===== config.mk =====
export PLATFORM = sky130hd
export DESIGN_NAME = image_row_loader
export DESIGN_NICKNAME = d
export VERILOG_FILES = /design/src/rtl/nn_accel_pkg.sv /design/src/rtl/image_row_loader.sv
export SDC_FILE = /design/constraint.sdc
export NUM_CORES = 1
export LEC_CHECK = 0
export CAP_MARGIN = 30
export CORE_UTILIZATION = 50
export DETAILED_ROUTE_END_ITERATION = 16
export PLACE_DENSITY = 0.92
export SLEW_MARGIN = 5
export SYNTH_ARGS = -nofsm -noshare
export SYNTH_HDL_FRONTEND = slang
export SYNTH_SLANG_ARGS = --single-unit

===== constraint.sdc =====
create_clock -name clk -period 4.3 [get_ports clk]
set_clock_uncertainty 0.2 [all_clocks]
set_input_delay 0.86 -clock clk [delete_from_list [all_inputs] [get_ports clk]]
set_output_delay 0.86 -clock clk [all_outputs]
set_load 0.005 [all_outputs]

===== src/rtl/nn_accel_pkg.sv =====
// Shared constants and loader state encoding for the MNIST accelerator front end.
package nn_accel_pkg;

   localparam int unsigned ROW_BITS   = 7;
   localparam int unsigned NUM_BEATS  = 28;
   localparam int unsigned IMG_BITS   = ROW_BITS * NUM_BEATS;
   localparam int unsigned BEAT_CNT_W = 5;

   typedef enum logic {
      LOAD  = 1'b0,
      READY = 1'b1
   } loader_state_t;

endpackage


===== src/rtl/image_row_loader.sv =====
// Assembles a binary image from consecutive row-beats and hands it downstream
// over a ready/ack handshake, holding the image stable until acknowledged.
module image_row_loader #(
   parameter  int unsigned ROW_BITS  = nn_accel_pkg::ROW_BITS,
   parameter  int unsigned NUM_BEATS = nn_accel_pkg::NUM_BEATS,
   localparam int unsigned IMG_BITS  = ROW_BITS * NUM_BEATS
) (
   input  logic                                clk,
   input  logic                                rst,
   input  logic [ROW_BITS-1:0]                 data_in,
   input  logic                                data_valid,
   input  logic                                frame_start,
   output logic                                data_accept,
   output logic [IMG_BITS-1:0]                 image_data,
   output logic                                image_ready,
   input  logic                                image_ack,
   output logic [nn_accel_pkg::BEAT_CNT_W-1:0] beat_cnt,
   output logic                                overflow_err,
   input  logic                                err_clr
);

   import nn_accel_pkg::*;

   loader_state_t         state;
   logic                  store;
   logic                  last_beat;
   logic [BEAT_CNT_W-1:0] wr_slot;

   always_comb begin
      data_accept = (state == LOAD) ? 1'b1 : image_ack;
      store       = data_valid & data_accept;
      // An acked beat in READY and a resync beat both start a new image at slot 0.
      wr_slot     = ((state == READY) || frame_start) ? '0 : beat_cnt;
      last_beat   = (beat_cnt == BEAT_CNT_W'(NUM_BEATS - 1)) && !frame_start;
   end

   always_ff @(posedge clk) begin
      if (rst) begin
         state        <= LOAD;
         image_data   <= '0;
         image_ready  <= 1'b0;
         beat_cnt     <= '0;
         overflow_err <= 1'b0;
      end else begin
         if (store) begin
            image_data[int'(wr_slot) * ROW_BITS +: ROW_BITS] <= data_in;
         end

         // A drop in the same cycle as a clear wins, so no drop goes unreported.
         if ((state == READY) && !image_ack && data_valid) begin
            overflow_err <= 1'b1;
         end else if (err_clr) begin
            overflow_err <= 1'b0;
         end

         case (state)
            LOAD: begin
               if (data_valid) begin
                  if (frame_start) begin
                     beat_cnt <= BEAT_CNT_W'(1);
                  end else if (last_beat) begin
                     beat_cnt    <= '0;
                     state       <= READY;
                     image_ready <= 1'b1;
                  end else begin
                     beat_cnt <= beat_cnt + 1'b1;
                  end
               end else if (frame_start) begin
                  beat_cnt <= '0;
               end
            end
            READY: begin
               if (image_ack) begin
                  state       <= LOAD;
                  image_ready <= 1'b0;
                  beat_cnt    <= data_valid ? BEAT_CNT_W'(1) : '0;
               end
            end
            default: begin
               state <= LOAD;
            end
         endcase
      end
   end

endmodule


==> run metrics <==
run status finished clean; setup TNS 0 ps; Starting Density 0.511; most frequent cell after synthesis dfxtp_1; die width 135 um; I/O pin cnt 217; largest cells by area after synthesis dfxtp_1 (46%), mux2i_1 (22%), nand2b_1 (14%); pre-CTS WS 212 ps; delay-heaviest family, CP simple AND/OR/NAND/NOR gates; CTS max path bufs 3; P&R area growth vs syn 35.1%; post-synth top area cell dfxtp_1; fin nets 1030; min-delay src image_data[37]; Power, Total 4040 uW; worst path required time 4500 ps; cts bufs inserted 22; FP Rows 48; RD Place Congestion 0.870; H-Tree Depth 1; vias in the first global route 6768; WP buf/inv 2; vias per cell 5.44; die area 18200 sq um; cell count after synthesis 813; Final Setup Violations 0; cells along the critical path clkdlybuf4s50_1 -> nor2_1 -> nand2_1 -> ha_1 -> xnor2_1 -> nor3b_4 -> buf_4 -> nand4_2 -> mux2i_1; die height 135 um; slowest stage delay, CP 460 ps; CP arrival 3840 ps; first-pass GRT wire length 37900 um; R2R cell count 7; clock slew at reported path FFs 60 ps; Slew HR 0.365; Core ar. 17200 sq um; ANT nets after route 0; WHS Path Cells 2; crit path launch type input port; max cap viols 0; Clock Sinks 204; routed len/inst 19.9 um; post-synth cell types 47; Stages on worst setup path 9; area share of the largest cell type after synthesis 0.463; Hold/Removal Path Class reg2reg; Post-synth top flop dfxtp_1; Peak Freq 0.275 GHz; antenna fix cells 0; worst r2r dst image_data[165]; Final Slew Violations 0; Worst Setup End Kind flop; Post-Syn Nets 830; initial antenna violation count 1; worst vdd ir 0.364 mV; most frequent cells after synthesis dfxtp_1 (204), nand2b_1 (203), mux2i_1 (197); Worst R2R Setup Slack 880 ps; asr flop ratio synth 0; Final HPWL DP 17000 um; post-synthesis sequential area ratio 0.463; Setup CP Type in2reg; Routed Wire Length 24900 um; RSZ-0062 raised after global routing false; largest net degree at the start of global routing 197; remaining global-route overflow 0; Min-Delay Endpoint image_data[37]; gr usage total 0.270; PortBufs 216; EDFF count, synth 0; Pleak 0.00524 uW; post-layout min period 3640 ps; power per cell area 340 nW/um^2; Final period util 0.846; Iter 0 DRT Violations 535; DR pass1 iterations 5; Critical-path top delay cell nor2_1; setup repair bufs after CTS 0; worst r2r src state; Root Buffer Master clkbuf_16; DR vias 6820; layout cells sized above 1 0.0934; fillcell total 1248; worst slew pin tran 953 ps; CTS tree done; YS warnings 0; clk_lat worst skew 500 ps; Hold Fails Final Rpt 0; mapped cell area 8810 sq um; Worst Slack Setup Final 662 ps; CTS-repair resized insts 0; CP max FO 9; DRC 0; # hold bufs at CTS 0; post-synthesis register bit count 204; syn_area_per_cell 10.8 sq um
[cells in the final DEF (no fill, tap or decap), drive strengths merged, types with 4 or more instances in the layout]
master / count
clkinv: 4
clkbuf: 33
dfxtp: 204
nand2b: 203
nand2: 18
or3: 28
nor2: 5
clkdlybuf4s50: 215
inv: 5
o21ai: 4
buf: 18
or2: 15
nor3b: 4
nor3: 5
ha: 4
a21oi: 7
nand4: 25
mux2i: 197
[sequential cells by signal, summed over array words and instances, names as in the netlist]
signal	cells
state	1
image_data	196
image_ready	1
overflow_err	1
beat_cnt	5
[worst max-delay path by stage]
stage	start	to	slack, ps
3_5_place_dp	frame_start	image_data[104]	210
4_1_cts	frame_start	image_data[188]	700
3_3_place_gp	frame_start	image_data[133]	290
6_report	frame_start	image_data[188]	660
5_1_grt	frame_start	image_data[138]	470
2_1_floorplan	frame_start	image_data[133]	890
[layer usage]
| metal | routed length (um) | vias to the layer above | global-route usage |
|---|---|---|---|
| met5 | 0 | - | 0 |
| met4 | 961 | 0 | 0.112 |
| met3 | 1830 | 61 | 0.0612 |
| met2 | 11700 | 283 | 0.449 |
| met1 | 10400 | 3296 | 0.337 |
| li1 | - | 3180 | - |
[cells by family (layout without fill, tap and decap cells)]
| logic type | Yosys count | after routing | share of synthesized area |
|---|---|---|---|
| DFF | 204 | 204 | 0.463 |
| xor gates and xnor gates | 4 | 4 | 0.00483 |
| and+or+nand+nor | 321 | 321 | 0.254 |
| buffers and inverters | 62 | 277 | 0.0305 |
| adders and majority gates | 4 | 4 | 0.00568 |
| muxes | 198 | 198 | 0.225 |
| AOI/OAI and AO/OA | 20 | 20 | 0.0170 |
[worst reg2reg max path: cells and delay by family, from the launching register on]
family                   cells  cell delay, ps
adder cells (fa/ha/maj)      1             400
AND/OR/NAND/NOR              4            1440
flip-flops                   1             540
XOR/XNOR                     1             440
multiplexers                 1             320
[power by group]
group	internal, uW	switching, uW
sequential	1900	4.97
clock	1190	758
combinational	79.6	117
[cell type report]
| class | count | area, sq um | area share |
|---|---|---|---|
| Clock buffer | 33 | 663 | 0.0557 |
| Clock inverter | 6 | 91.3 | 0.00767 |
| Multi-Input combinational cell | 547 | 4470 | 0.375 |
| Inverter | 5 | 18.8 | 0.00158 |
| Tap cell | 225 | 282 | 0.0236 |
| Sequential cell | 204 | 4080 | 0.343 |
| Timing Repair Buffer | 233 | 2300 | 0.193 |
[metrics by stage]
stage / hold slack [ps] / utilization / cells / cell area (sq um)
global route: 297 / 0.691 / 1253 / 11900
floorplan: 265 / - / 813 / 8810
detailed placement: 263 / 0.647 / 1214 / 11200
global placement: 257 / 0.647 / 1214 / 11200
finish: 272 / 0.691 / 1253 / 11900
CTS: 277 / 0.691 / 1253 / 11900
(Power assumes the default switching activity.)
